--- config.mk ---
export PLATFORM = sky130hd
export DESIGN_NAME = rx_fifo_buffer
export DESIGN_NICKNAME = d
export VERILOG_FILES = /design/src/rtl/rx_fifo_buffer.sv
export SDC_FILE = /design/constraint.sdc
export NUM_CORES = 1
export LEC_CHECK = 0
export CAP_MARGIN = 20
export CORE_MARGIN = 2
export CORE_UTILIZATION = 25
export CTS_CLUSTER_DIAMETER = 30
export DETAILED_ROUTE_END_ITERATION = 16
export DONT_BUFFER_PORTS = 1
export SYNTH_ARGS = -nofsm -noshare
export SYNTH_HDL_FRONTEND = slang
export SYNTH_SLANG_ARGS = --single-unit
--- constraint.sdc ---
create_clock -name clock -period 5.6 [get_ports clock]
set_input_delay 0.28 -clock clock [delete_from_list [all_inputs] [get_ports clock]]
set_output_delay 0.28 -clock clock [all_outputs]
set_load 0.01 [all_outputs]
--- src/rtl/rx_fifo_buffer.sv ---
// DEPTH-entry circular buffer between the RX async FIFO read side and the lane collector.
// Optional feature: define RX_FIFO_BUFFER_SYNC_CNT_EN to add the saturating sync_count output.
module rx_fifo_buffer #(
    parameter int WR_WIDTH = 48,
    parameter int DEPTH    = 4,
    parameter int LANES    = 4
) (
    input  logic                      clock,
    input  logic                      reset,
    input  logic                      in_enable,
    input  logic                      canpop_fifo,
    output logic                      pop_fifo,
    input  logic [WR_WIDTH-1:0]       data_fifo,
    input  logic                      data_valid_fifo,
    output logic                      canpop_collector,
    input  logic                      pop_collector,
    output logic [WR_WIDTH-2:0]       data_collector,
    output logic                      data_valid_collector,
    output logic                      issync_collector,
    output logic [$clog2(DEPTH):0]    level,
    output logic                      overflow,
    output logic [LANES-1:0]          out_blocklock_remote,
    output logic                      out_blocklock_remote_en
`ifdef RX_FIFO_BUFFER_SYNC_CNT_EN
    ,
    output logic [15:0]               sync_count
`endif
);

    localparam int PTR_W = $clog2(DEPTH);
    localparam int CNT_W = PTR_W + 1;
    localparam logic [CNT_W-1:0] FULL_C = CNT_W'(DEPTH);

    logic [WR_WIDTH-1:0] mem_r [DEPTH];
    logic [PTR_W-1:0]    wr_ptr_r;
    logic [PTR_W-1:0]    rd_ptr_r;
    logic [CNT_W-1:0]    count_r;
    logic                pend_r;
    logic                overflow_r;
    logic [LANES-1:0]    blr_r;
    logic                blr_en_r;

    logic                act_s;
    logic                nempty_s;
    logic                full_s;
    logic                cpop_s;
    logic                wr_s;
    logic                drop_s;
    logic                sync_pop_s;
    logic [WR_WIDTH-1:0] head_s;
    logic [CNT_W:0]      commit_s;

    // Reset gates every request so nothing is popped while the buffer is being cleared.
    assign act_s      = in_enable & ~reset;
    assign head_s     = mem_r[rd_ptr_r];
    assign nempty_s   = (count_r != {CNT_W{1'b0}});
    assign full_s     = (count_r == FULL_C);
    assign cpop_s     = act_s & pop_collector & nempty_s;
    assign wr_s       = act_s & data_valid_fifo & (~full_s | cpop_s);
    assign drop_s     = act_s & data_valid_fifo & full_s & ~cpop_s;
    assign sync_pop_s = cpop_s & head_s[WR_WIDTH-1];

    // Committed occupancy includes the word already requested but not yet returned.
    assign commit_s = {1'b0, count_r} + {{CNT_W{1'b0}}, pend_r} - {{CNT_W{1'b0}}, cpop_s};
    assign pop_fifo = act_s & canpop_fifo & (commit_s < {1'b0, FULL_C});

    assign canpop_collector        = nempty_s;
    assign data_collector          = head_s[WR_WIDTH-2:0];
    assign issync_collector        = head_s[WR_WIDTH-1] & nempty_s;
    assign data_valid_collector    = cpop_s;
    assign level                   = count_r;
    assign overflow                = overflow_r;
    assign out_blocklock_remote    = blr_r;
    assign out_blocklock_remote_en = blr_en_r;

    // Storage array write port; no reset needed since count_r qualifies every read.
    always_ff @(posedge clock) begin
        if (wr_s) begin
            mem_r[wr_ptr_r] <= data_fifo;
        end
    end

    // Pointers, occupancy, pending-read tracking, overflow flag and sync extraction.
    always_ff @(posedge clock) begin
        if (reset) begin
            wr_ptr_r   <= {PTR_W{1'b0}};
            rd_ptr_r   <= {PTR_W{1'b0}};
            count_r    <= {CNT_W{1'b0}};
            pend_r     <= 1'b0;
            overflow_r <= 1'b0;
            blr_r      <= {LANES{1'b1}};
            blr_en_r   <= 1'b0;
        end else if (in_enable) begin
            pend_r <= pop_fifo;
            if (wr_s) begin
                wr_ptr_r <= wr_ptr_r + PTR_W'(1);
            end
            if (cpop_s) begin
                rd_ptr_r <= rd_ptr_r + PTR_W'(1);
            end
            count_r <= count_r + {{PTR_W{1'b0}}, wr_s} - {{PTR_W{1'b0}}, cpop_s};
            if (drop_s) begin
                overflow_r <= 1'b1;
            end
            if (sync_pop_s) begin
                blr_r <= head_s[LANES-1:0];
            end
            blr_en_r <= sync_pop_s;
        end else begin
            blr_en_r <= 1'b0;
        end
    end

`ifdef RX_FIFO_BUFFER_SYNC_CNT_EN
    logic [15:0] sync_count_r;

    // Saturating count of consumed sync words.
    always_ff @(posedge clock) begin
        if (reset) begin
            sync_count_r <= 16'h0000;
        end else if (sync_pop_s && (sync_count_r != 16'hFFFF)) begin
            sync_count_r <= sync_count_r + 16'h0001;
        end else begin
            sync_count_r <= sync_count_r;
        end
    end

    assign sync_count = sync_count_r;
`endif

endmodule
# Word level (Yosys, flattened, before mapping)
# Memory sizes are Yosys's and may differ from the RTL's. A register that Yosys moved wholly into a read port is not among the register bits.
# Index checks and enable logic that the tools add are counted.
[op_classes] addsub=6 n_lt_le_gt_ge=1 mux=4 bitwise=16 reduce_logical=6 n_eq_ne=1
[op_table] cell="1-bit AND" n=11
[op_table] cell="2-bit AND reduction" n=4
[op_table] cell="2-bit by 1-bit adder with 2-bit output (second input constant)" n=2
[op_table] cell="3-bit by 1-bit adder with 4-bit output" n=1
[op_table] cell="4-bit by 3-bit less-than comparator with 1-bit output (second input constant)" n=1
[op_table] cell="2-bit 2-to-1 mux" n=2
[op_table] cell="1-bit inverter" n=4
[op_table] cell="4-bit by 1-bit subtractor with 4-bit output" n=1
[op_table] cell="3-bit by 1-bit adder with 3-bit output" n=1
[op_table] cell="3-bit equality test (second input constant)" n=1
[op_table] cell="3-bit nonzero test" n=1
[op_table] cell="3-bit by 1-bit subtractor with 3-bit output" n=1
[op_table] cell="1-bit 2-to-1 mux" n=2
[op_table] cell="2-bit OR reduction" n=1
[op_table] cell="1-bit OR" n=1
[totals] reg_bits=14 in_bits=54 n_memories=1 ram_bits=192 word_cells=42 out_inout_bits=60
[mem_list] memory="mem_r" depth=4 width=48 read_ports=1 rd_clocked_by_memory_dff=1 write_ports=1 line_no="34" source="logic [WR_WIDTH-1:0] mem_r [DEPTH];"

# Longest topological paths before layout
# Gate-level depths: netlist (run 1).
[logic_depth] word_depth=8 ltp_mapped=11 ltp_nobuf=10

# Least setup slack after synthesis (run 1)
# No wires, ideal clock.
[synth_timing] path_kind="register -> output" startpoint="register count_r[1], in the netlist level[1]" endpoint="output pop_fifo" setup_slack_ns=3.028 stages_incl_launch_ff=11 n_path_buf=1 arrival_time_ns=2.292 required_time_ns=5.320 path_cell_list="dfxtp_1 > or3_1 > clkbuf_1 > nand2_1 > inv_2 > nand2b_1 > ha_1 > nand3_1 > mux2_4 > a2111o_1 > nand3_1"
[synth_via] elab_chain_len=5 word_cells_on_any_way=6 classes_between="add/sub: 2; order compare: 1; bitwise: 2; reduce/logical: 1"
[synth_rtl] element="from (decl)" line_no="37" source="logic [CNT_W-1:0] count_r;"
[synth_rtl] element="from (signal assigned)" line_no="88" source="count_r <= {CNT_W{1'b0}};"
[synth_rtl] element="from (signal assigned)" line_no="101" source="count_r <= count_r + {{PTR_W{1'b0}}, wr_s} - {{PTR_W{1'b0}}, cpop_s};"
[synth_rtl] element="3-bit nonzero test" line_no="56" source="assign nempty_s = (count_r != {CNT_W{1'b0}});"
[synth_rtl] element="via canpop_collector" line_no="15" source="output logic canpop_collector,"
[synth_rtl] element="1-bit AND" line_no="58" source="assign cpop_s = act_s & pop_collector & nempty_s;"
[synth_rtl] element="via data_valid_collector" line_no="18" source="output logic data_valid_collector,"
[synth_rtl] element="4-bit by 1-bit subtractor with 4-bit output" line_no="64" source="assign commit_s = {1'b0, count_r} + {{CNT_W{1'b0}}, pend_r} - {{CNT_W{1'b0}}, cpop_s};"
[synth_rtl] element="4-bit by 3-bit less-than comparator with 1-bit output" line_no="65" source="assign pop_fifo = act_s & canpop_fifo & (commit_s < {1'b0, FULL_C});"
[synth_rtl] element="1-bit AND" line_no="65"
[synth_rtl] element="to (decl)" line_no="12" source="output logic pop_fifo,"
# The timed path passes the listed nets, and every way through them passes these cells.

# Worst setup path in the final report (run 1)
# Ends and elaborated chain as after synthesis.

==> results of run 1 <==
per-layer routing:
| layer | part of all wire (%) | wire [um] | GRT usage (%) |
|---|---|---|---|
| met5 | 0 | 0 | 0 |
| met4 | 3.1 | 483 | 4.710 |
| met3 | 7.3 | 1137 | 3.739 |
| met2 | 51 | 7957 | 16.48 |
| met1 | 38 | 5948 | 10.53 |
tightest hold or removal path, cell delays in order:
cell	delay, ns
nor3b_1	0.03
a31oi_1	0.18
nand3_1	0.10
report_power, final:
group,internal [W],leakage [nW],switching [W]
Combinational,0.0000675,0.750,0.0000749
Clock,0.00158,0.698,0.000886
Sequential,0.00172,1.87,0.0000146
worst max-delay path by stage:
stage / slack (ns) / cells after the start / to / from
CTS: 2.33 / 9 / pop_fifo / level[1]
floorplan: 3.03 / 10 / pop_fifo / level[1]
global route: 2.19 / 9 / pop_fifo / level[1]
finish: 2.33 / 9 / pop_fifo / level[1]
detailed placement: 2.92 / 9 / pop_fifo / level[1]
global placement: 3.00 / 9 / pop_fifo / level[1]
repair_timing:
action,CTS,global route
setup endpoints to repair,0,0
hold buffers,51,0
setup buffers,0,0
endpoints found under the hold margin,206,0
through the flow:
stage               hold WS [ns]  cell area [sq um]
floorplan                 0.3789               7752
global route              0.1371              10220
global placement          0.3497               8232
CTS                      0.06651              10200
detailed placement        0.3480               8232
finish                    0.1128              10220
cells by family after synthesis:
kind of cell / Yosys count / share of synthesized area, %
mux: 56 / 15.04
compound gates: 5 / 0.5004
buf+inv: 23 / 1.259
simple gates: 39 / 2.857
fa+ha+maj: 8 / 1.388
flops: 208 / 78.50
xor+xnor: 4 / 0.4520
flip-flops by register name (all words and copies together) (netlist names), named ones only:
register                 flops
out_blocklock_remote         4
overflow                     1
pend_r                       1
out_blocklock_remote_en      1
mem_r                      192
rd_ptr_r                     2
level                        3
wr_ptr_r                     2
placed cells by master (no fill, tap or decap), drive strengths merged, types with 2 or more instances in the layout:
cell and n:
xnor2 3, nor4b 2, a31oi 2, buf 6, dlygate4sd3 51, nor2 11, clkinv 11, nand3 7
mux2i 7, clkinvlp 4, bufinv 2, ha 7, nand2 2, dfxtp 16, edfxtp 192, inv 24
mux4 48, nand2b 5, clkbuf 49, nand3b 2, and2 5
area by class of cell:
| class | instances | area share (%) |
|---|---|---|
| multi-input cells | 112 | 15.40 |
| flip-flops and latches | 208 | 59.58 |
| well taps | 396 | 4.846 |
| clock inverters | 32 | 3.268 |
| inverters | 9 | 0.3304 |
| clock buffers | 49 | 10.95 |
| repair buffers | 57 | 5.630 |
==> load_flow_metrics.sql, run 1 <==
INSERT INTO impl_metrics (metric_group, metric, value, unit) VALUES
('synth', 'synth_seq_area_share', '78.50', '%'),
('synth', 'synth_top_cell_by_area', 'edfxtp_1', ''),
('final_layout', 'fillCellCount', '2892', ''),
('critical_path', 'reg2reg_depth', '9', ''),
('clocking', 'number_of_cts_inserted_buffers', '44', ''),
('synth', 'asyncSetResetFlopFracSynth', '0', '%'),
('synth', 'synth_cells', '343', ''),
('synth', 'ys_types', '31', ''),
('detailed_routing', 'dr.pass1.iters', '4', ''),
('detailed_routing', 'antenna_left', '0', ''),
('die', 'boundaryPins', '114', ''),
('synth', 'synth_top_area_share', '74.37', '%'),
('synth', 'synth_warnings', '0', ''),
('sta', 'setup_total_negative_slack', '0', 'ns'),
('die', 'die-height', '180.1', 'um'),
('hold_path', 'worstHoldStart', 'in_enable', ''),
('placed_design', 'port_buffers', '0', ''),
('final_layout', 'number_of_antenna_repair_diodes', '0', ''),
('detailed_routing', 'routed_wl', '15530', 'um'),
('sta', 'max_freq', '0.3060', 'GHz'),
('clocking', 'clock_latency_reported_for_the_late_side_of_the_worst_skew_pair', '0.53', 'ns'),
('grt', 'global_route_wire_length_before_repair', '24100', 'um'),
('die', 'fp.coreArea', '30590', 'sq um'),
('sta', 'setup_viol', '0', ''),
('sta', 'post-route-period-util', '58.36', '%'),
('hold_path', 'worstHoldEndpoint', 'pend_r', ''),
('clocking', 'h-tree-depth', '2', ''),
('clocking', 'tritoncts', 'built', ''),
('critical_path', 'slowest_stage', 'dfxtp_1', ''),
('synth', 'postSynthNetCount', '405', ''),
('flow_run', 'max_cap_violations', '0', ''),
('die', 'die-area', '32430', 'sq um'),
('die', 'fp.dieW', '180.1', 'um'),
('run_status', 'run_status', 'finished clean', ''),
('power', 'power_density', '425.2', 'nW/um^2'),
('grt', 'grt_start_max_net_pins', '49', ''),
('power', 'leakagePower', '3.314', 'nW'),
('placed_design', 'place.detailed.hpwl', '8874', 'um'),
('final_layout', 'layout.area.seq', '6091', 'sq um'),
('sta', 'final_max_slew_viol_count', '0', ''),
('synth', 'synthesis.area_per_instance', '22.60', 'sq um'),
('grt', 'global_routing_usage_summed_across_all_routing_layers', '9.654', '%'),
('sta', 'fin_crit', '3.268', 'ns'),
('sta', 'final_hold_viol_count', '0', ''),
('hold_path', 'min_delay_path_depth', '3', ''),
('die', 'rows', '64', ''),
('power', 'max-vdd-ir-drop', '0.0002718', 'V'),
('critical_path', 'crit_path_end_kind', 'primary output', ''),
('grt', 'grt_antenna_before_repair', '0', ''),
('clocking', 'clock_tree.root_cell', 'clkbuf_16', ''),
('critical_path', 'critical_path.reg2reg.endpoint', 'pend_r', ''),
('detailed_routing', 'post_drt_wl_per_cell', '17.99', 'um'),
('synth', 'synth_seq_cells', '208', ''),
('critical_path', 'path_max_fanout', '7', ''),
('sta', 'fin_skew', '0.01535', 'ns'),
('placed_design', 'placed_cells_incl_taps', '730', ''),
('critical_path', 'arrival', '2.99', 'ns'),
('sta', 'setup_ws', '2.332', 'ns'),
('final_layout', 'finish.net_count', '494', ''),
('synth', 'synthesis.area', '7752', 'sq um'),
('synth', 'post_synth_most_frequent_cells', '192 x edfxtp_1, 48 x mux4_2, 16 x dfxtp_1, 11 x nor2_1, 8 x inv_1', ''),
('critical_path', 'timing.setup.critical_path_class', 'reg -> out', ''),
('critical_path', 'critPathTopFamily', 'simple AND/OR/NAND/NOR gates', ''),
('final_layout', 'multi_input_area', '1574', 'sq um'),
('synth', 'synth_top_cells_by_area', 'edfxtp_1 74%, mux4_2 14%, dfxtp_1 4.1%, ha_1 1.1%, mux2i_1 0.90%', ''),
('synth', 'dominantRegCellSynth', 'edfxtp_1', ''),
('critical_path', 'rrSetupSlack', '3.14', 'ns'),
('final_layout', 'post_layout_nonfiller_instances', '863', ''),
('die', 'floorplan.initialDensity', '25.34', '%'),
('final_layout', 'flow.area_growth_from_synthesis', '31.88', '%'),
('sta', 'rsz0062_at_grt', 'false', '');
(Power assumes the default switching activity.)
==> run 2: changes to the inputs <==
==> constraint.sdc (replaced) <==
create_clock -name clock -period 2.8 [get_ports clock]
set_input_delay 0.14 -clock clock [delete_from_list [all_inputs] [get_ports clock]]
set_output_delay 0.14 -clock clock [all_outputs]
set_load 0.01 [all_outputs]
==> load_flow_metrics.sql, run 2 (synthesis results as in run 1) <==
INSERT INTO impl_metrics (metric_group, metric, value, unit) VALUES
('die', 'die-area', '32430', 'sq um'),
('final_layout', 'finish.instance_area', '10490', 'sq um'),
('critical_path', 'crit_path_end_kind', 'primary output', ''),
('critical_path', 'timing.setup.critical_path_class', 'reg -> out', ''),
('die', 'die-height', '180.1', 'um'),
('power', 'report.power.total', '0.009139', 'W'),
('sta', 'max_freq', '0.3631', 'GHz'),
('placed_design', 'place.detailed.hpwl', '9012', 'um'),
('clocking', 'clkSlewWorstSetupHoldPaths', '0.05', 'ns'),
('final_layout', 'drive_above_1_share', '32.70', '%'),
('placed_design', 'placed_cells_incl_taps', '734', ''),
('grt', 'global_routing_usage_summed_across_all_routing_layers', '9.772', '%'),
('final_layout', 'fillCellCount', '2837', ''),
('sta', 'final_max_slew_viol_count', '0', ''),
('grt', 'grt_pass1_vias', '4215', ''),
('placed_design', 'port_buffers', '0', ''),
('final_layout', 'post_layout_nonfiller_instances', '874', ''),
('sta', 'setup_ws', '0.04558', 'ns'),
('placed_design', 'gp_congestion', '0.7497', ''),
('grt', 'grt_antenna_before_repair', '1', ''),
('critical_path', 'critical-path-max-stage-delay', '0.45', 'ns'),
('final_layout', 'final_common_cell', 'edfxtp_1', ''),
('final_layout', 'largest_register_ff_count', '192', ''),
('critical_path', 'timing.critical_path.cells', 'or3_4 > nand2_4 > inv_6 > nand2b_4 > ha_4 > nand3b_1 > mux2_4 > a2111o_1 > nand3_2', ''),
('final_layout', 'layout_common_cells', '192 x edfxtp_1, 52 x dlygate4sd3_1, 48 x mux4_2', ''),
('final_layout', 'finish.net_count', '503', ''),
('grt', 'grt_start_max_net_pins', '49', ''),
('detailed_routing', 'antenna_left', '0', ''),
('die', 'boundaryPins', '114', ''),
('sta', 'fin_skew', '0.01360', 'ns'),
('critical_path', 'arrival', '2.61', 'ns'),
('detailed_routing', 'post_drt_wl_per_cell', '18.27', 'um'),
('placed_design', 'dp_slack', '0.2285', 'ns'),
('clocking', 'h-tree-depth', '2', ''),
('power', 'power_density', '871.5', 'nW/um^2'),
('die', 'fp.dieW', '180.1', 'um'),
('final_layout', 'flow.area_growth_from_synthesis', '35.26', '%'),
('critical_path', 'slowest_stage', 'or3_4', ''),
('detailed_routing', 'initial_detailed_routing_violation_count', '210', ''),
('sta', 'final_hold_viol_count', '0', ''),
('die', 'floorplan.initialDensity', '25.34', '%'),
('critical_path', 'setup.worst_path.start_class', 'flop', ''),
('clocking', 'tritoncts', 'built', ''),
('clocking', 'cts.sinks', '208', ''),
('sta', 'setup_total_negative_slack', '0', 'ns'),
('run_status', 'run_status', 'finished clean', ''),
('sta', 'timing_worst_slew_pin_value', '0.5762', 'ns'),
('clocking', 'clock_latency_reported_for_the_late_side_of_the_worst_skew_pair', '0.52', 'ns'),
('detailed_routing', 'routed_wl', '15970', 'um'),
('flow_run', 'max_cap_violations', '0', ''),
('detailed_routing', 'drc', '0', ''),
('critical_path', 'worst_ep_required_time', '2.66', 'ns'),
('power', 'leakagePower', '3.442', 'nW'),
('clocking', 'number_of_cts_inserted_buffers', '46', ''),
('critical_path', 'path_max_fanout', '7', ''),
('placed_design', 'placed_cell_area', '8312', 'sq um'),
('sta', 'setup_viol', '0', ''),
('die', 'fp.coreArea', '30590', 'sq um'),
('detailed_routing', 'detailroute.via_count', '3800', ''),
('grt', 'global_route.overflow_total', '0', ''),
('hold_path', 'min-delay-path-class', 'in -> reg', ''),
('detailed_routing', 'via_per_inst', '4.348', ''),
('final_layout', 'registers.top_by_ff_count', 'mem_r', ''),
('detailed_routing', 'dr.pass1.iters', '6', ''),
('sta', 'post-route-period-util', '98.37', '%'),
('grt', 'global_route_wire_length_before_repair', '24650', 'um'),
('sta', 'max-slew-margin-rel', '61.46', '%'),
('final_layout', 'multi_input_area', '1612', 'sq um'),
('final_layout', 'layout.area.seq', '6097', 'sq um'),
('clocking', 'clockBufferDepth', '3', ''),
('sta', 'fin_crit', '2.754', 'ns'),
('clocking', 'clock_tree.root_cell', 'clkbuf_16', ''),
('power', 'max-vdd-ir-drop', '0.0004512', 'V'),
('die', 'rows', '64', '');
run 2: cell count changes in the layout (fill, tap and decap cells not counted), sizes merged:
cell,delta
clkinv,+7
buf,+6
bufinv,+4
inv,-4
clkbuf,-3
clkinvlp,-1
diode,+1
dlygate4sd3,+1
run 2: metal layers:
| metal | vias to the layer above | routed length (um) | GRT usage [%] |
|---|---|---|---|
| li1 | 1637 | - | - |
| met5 | - | 0 | 0 |
| met3 | 35 | 1144 | 3.537 |
| met2 | 156 | 8076 | 16.46 |
| met1 | 1972 | 6381 | 11.40 |
| met4 | 0 | 369 | 3.806 |
run 2: worst max-delay path, delay by kind of cell, from the launching register on:
| family | cells | cell delay, ns |
|---|---|---|
| compound gates | 1 | 0.45 |
| fa+ha+maj | 1 | 0.13 |
| buf+inv | 1 | 0.05 |
| flops | 1 | 0.37 |
| mux | 1 | 0.28 |
| simple gates | 5 | 0.82 |
run 2: what timing repair did:
item / 4_1_cts / 5_1_grt
buffers inserted: 0 / 3
hold endpoints to repair: 207 / 0
setup endpoints to repair: 1 / 1
pin swaps: 2 / 5
hold buffers: 52 / 0
gates resized for setup: 6 / 6
run 2: layout make-up:
cell class / count / share of cell area [%]
sequential: 208 / 58.14
multi-input combinational: 112 / 15.37
clock buffer: 46 / 10.98
timing repair buffer: 64 / 6.300
tap: 396 / 4.725
clock inverter: 38 / 4.093
inverter: 9 / 0.3699
antenna: 1 / 0.02386
run 2: per-stage QoR:
| stage | util, % | hold WS, ns |
|---|---|---|
| 2_1_floorplan | - | 0.2389 |
| 3_3_place_gp | 27.17 | 0.2098 |
| 3_5_place_dp | 27.17 | 0.2098 |
| 4_1_cts | 34.09 | 0.004405 |
| 5_1_grt | 34.28 | 0.07794 |
| 6_report | 34.28 | 0.03677 |
run 2: path summary, 6_finish.rpt:
kind,startpoint,end,slack [ns],depth (start not counted)
worst min register to register,rd_ptr_r[1],flop,0.55,2
worst min-delay path,in_enable,wr_ptr_r[1],0.04,4
worst max-delay path,level[2],pop_fifo,0.05,9
worst max register to register,level[1],level[2],0.45,12
run 2: power breakdown:
part	switching, W	leakage [nW]	internal, W	total [W]
logic	0.000165	0.806	0.000145	0.000309
registers	0.0000253	1.87	0.00344	0.00347
clock network	0.00176	0.769	0.00360	0.00536
total	0.00195	3.44	0.00719	0.00914
==> run 3: changes to the inputs <==
==> constraint.sdc (replaced) <==
create_clock -name clock -period 3.2 [get_ports clock]
set_input_delay 0.16 -clock clock [delete_from_list [all_inputs] [get_ports clock]]
set_output_delay 0.16 -clock clock [all_outputs]
set_load 0.01 [all_outputs]
==> load_flow_metrics.sql, run 3 (synthesis results as in run 1) <==
INSERT INTO impl_metrics (metric_group, metric, value, unit) VALUES
('detailed_routing', 'post_drt_wl_per_cell', '18.73', 'um'),
('sta', 'max-slew-margin-rel', '59.54', '%'),
('power', 'power_frac_clock', '58.0', '%'),
('clocking', 'clkSlewWorstSetupHoldPaths', '0.05', 'ns'),
('clocking', 'clockBufferDepth', '3', ''),
('sta', 'fin_skew', '0.03240', 'ns'),
('detailed_routing', 'via_per_inst', '4.275', ''),
('die', 'die-area', '32430', 'sq um'),
('sta', 'post-route-period-util', '95.35', '%'),
('critical_path', 'arrival', '2.89', 'ns'),
('power', 'swShare', '21.65', '%'),
('clocking', 'h-tree-depth', '2', ''),
('grt', 'global_route.overflow_total', '0', ''),
('placed_design', 'gp_congestion', '0.7924', ''),
('hold_path', 'min-delay-path-class', 'in -> reg', ''),
('die', 'rows', '64', ''),
('critical_path', 'worst_ep_required_time', '3.04', 'ns'),
('detailed_routing', 'routed_wl', '16240', 'um'),
('clocking', 'clock_latency_reported_for_the_late_side_of_the_worst_skew_pair', '0.52', 'ns'),
('power', 'report.power.total', '0.007836', 'W'),
('die', 'die-height', '180.1', 'um'),
('clocking', 'cts.sinks', '208', ''),
('clocking', 'clock_tree.root_cell', 'clkbuf_16', ''),
('detailed_routing', 'detailroute.wirelength.met3', '1197', 'um'),
('detailed_routing', 'detailroute.via_count', '3706', ''),
('die', 'fp.coreArea', '30590', 'sq um'),
('critical_path', 'crit_path_end_kind', 'primary output', ''),
('detailed_routing', 'antenna_left', '0', ''),
('detailed_routing', 'detailroute.wirelength.met2', '8210', 'um'),
('grt', 'grt_antenna_before_repair', '1', ''),
('critical_path', 'setup.worst_path.start_class', 'flop', ''),
('final_layout', 'layout_common_cells', '192 x edfxtp_1, 51 x dlygate4sd3_1, 48 x mux4_2', ''),
('final_layout', 'largest_register_ff_count', '192', ''),
('grt', 'grt_start_max_net_pins', '30', ''),
('clocking', 'number_of_cts_inserted_buffers', '45', ''),
('placed_design', 'place.detailed.hpwl', '9918', 'um'),
('sta', 'rsz0062_at_grt', 'false', ''),
('final_layout', 'drive_above_1_share', '31.06', '%'),
('critical_path', 'path_max_fanout', '7', ''),
('power', 'leakagePower', '3.358', 'nW'),
('sta', 'max_freq', '0.3277', 'GHz'),
('clocking', 'tritoncts', 'built', ''),
('grt', 'global_route_wire_length_before_repair', '25000', 'um'),
('grt', 'global_routing_usage_summed_across_all_routing_layers', '10.05', '%'),
('detailed_routing', 'route.top_layer_used', 'met4', ''),
('sta', 'final_hold_viol_count', '0', ''),
('die', 'floorplan.initialDensity', '25.34', '%'),
('sta', 'setup_viol', '0', ''),
('detailed_routing', 'drc', '0', ''),
('placed_design', 'port_buffers', '0', ''),
('grt', 'grt_pass1_vias', '4164', ''),
('sta', 'final_max_slew_viol_count', '0', ''),
('final_layout', 'finish.net_count', '496', ''),
('power', 'max-vdd-ir-drop', '0.0004362', 'V'),
('detailed_routing', 'initial_detailed_routing_violation_count', '254', ''),
('final_layout', 'flow.area_growth_from_synthesis', '33.51', '%'),
('critical_path', 'timing.setup.critical_path_class', 'reg -> out', ''),
('die', 'fp.dieW', '180.1', 'um'),
('die', 'boundaryPins', '114', ''),
('power', 'power.combinational.fraction', '3.3', '%'),
('detailed_routing', 'met1_length', '6377', 'um'),
('sta', 'timing_worst_slew_pin_value', '0.6069', 'ns'),
('final_layout', 'registers.top_by_ff_count', 'mem_r', ''),
('detailed_routing', 'dr.pass1.iters', '4', ''),
('power', 'pwr-share-seq', '38.8', '%'),
('sta', 'setup_total_negative_slack', '0', 'ns'),
('final_layout', 'final_common_cell', 'edfxtp_1', ''),
('hold_path', 'min_delay_path_depth', '3', ''),
('sta', 'fin_crit', '3.051', 'ns'),
('flow_run', 'max_cap_violations', '0', ''),
('power', 'internal_power', '0.006140', 'W'),
('critical_path', 'reg2reg_depth', '7', ''),
('power', 'switching_power', '0.001696', 'W'),
('run_status', 'run_status', 'finished clean', ''),
('power', 'power_density', '757.1', 'nW/um^2'),
('clocking', 'cts.repair_timing.setup_buffer_count', '0', '');
==> run 3: per-stage QoR <==
step / util [%] / hold slack (ns) / cell area [sq um] / std cells / setup WS (ns)
floorplan: - / 0.2589 / 7752 / 343 / 0.6997
detailed placement: 27.12 / 0.2343 / 8297 / 732 / 0.5875
finish: 33.84 / 0.04700 / 10350 / 867 / 0.1488
global placement: 27.12 / 0.2309 / 8297 / 732 / 0.6807
global route: 33.84 / 0.04898 / 10350 / 867 / 0.06144
CTS: 33.80 / 0.001567 / 10340 / 866 / 0.002817
==> run 3: critical path, cell delays in order (launching register included) <==
cell      delay, ns
dfxtp_1        0.50
or3_4          0.24
nand2_1        0.11
inv_2          0.13
nand2b_1       0.07
ha_1           0.30
nand3b_1       0.12
mux2_4         0.31
a2111o_1       0.43
nand3_1        0.15
==> run 3: timing repair <==
action	CTS	global route
hold buffers	51	0
resized for setup	0	3
setup endpoints to repair	0	1
endpoints found under the hold margin	207	0
==> run 3: cell type report <==
type | count | area [sq um]
Fill cell | 2869 | 20240
Sequential cell | 208 | 6093
Multi-Input combinational cell | 112 | 1579
Clock buffer | 48 | 1159
Timing Repair Buffer | 58 | 613.1
Tap cell | 396 | 495.5
Clock inverter | 35 | 374.1
Inverter | 9 | 33.78
Antenna cell | 1 | 2.502
==> run 3: final timing paths <==
path | endpoint | startpoint | slack [ns]
setup reg to reg | level[1] | level[2] | 0.75
setup / recovery | pop_fifo | level[2] | 0.15
hold / removal | pend_r | in_enable | 0.05
hold reg to reg | flop | rd_ptr_r[1] | 0.53
==> run 3: power by group through the flow <==
stage | clock, W | sequential (W) | combinational (W)
2_1_floorplan | 0 | 0.00308 | 0.000147
3_3_place_gp | 0 | 0.00309 | 0.000172
3_5_place_dp | 0 | 0.00309 | 0.000180
4_1_cts | 0.00464 | 0.00304 | 0.000260
5_1_grt | 0.00478 | 0.00304 | 0.000279
6_report | 0.00454 | 0.00304 | 0.000257
==> run 3: routing by layer <==
layer,track usage [%],up-vias
met5,0,-
met4,3.968,0
met3,3.901,42
met2,17.15,146
met1,11.34,1897
li1,-,1621
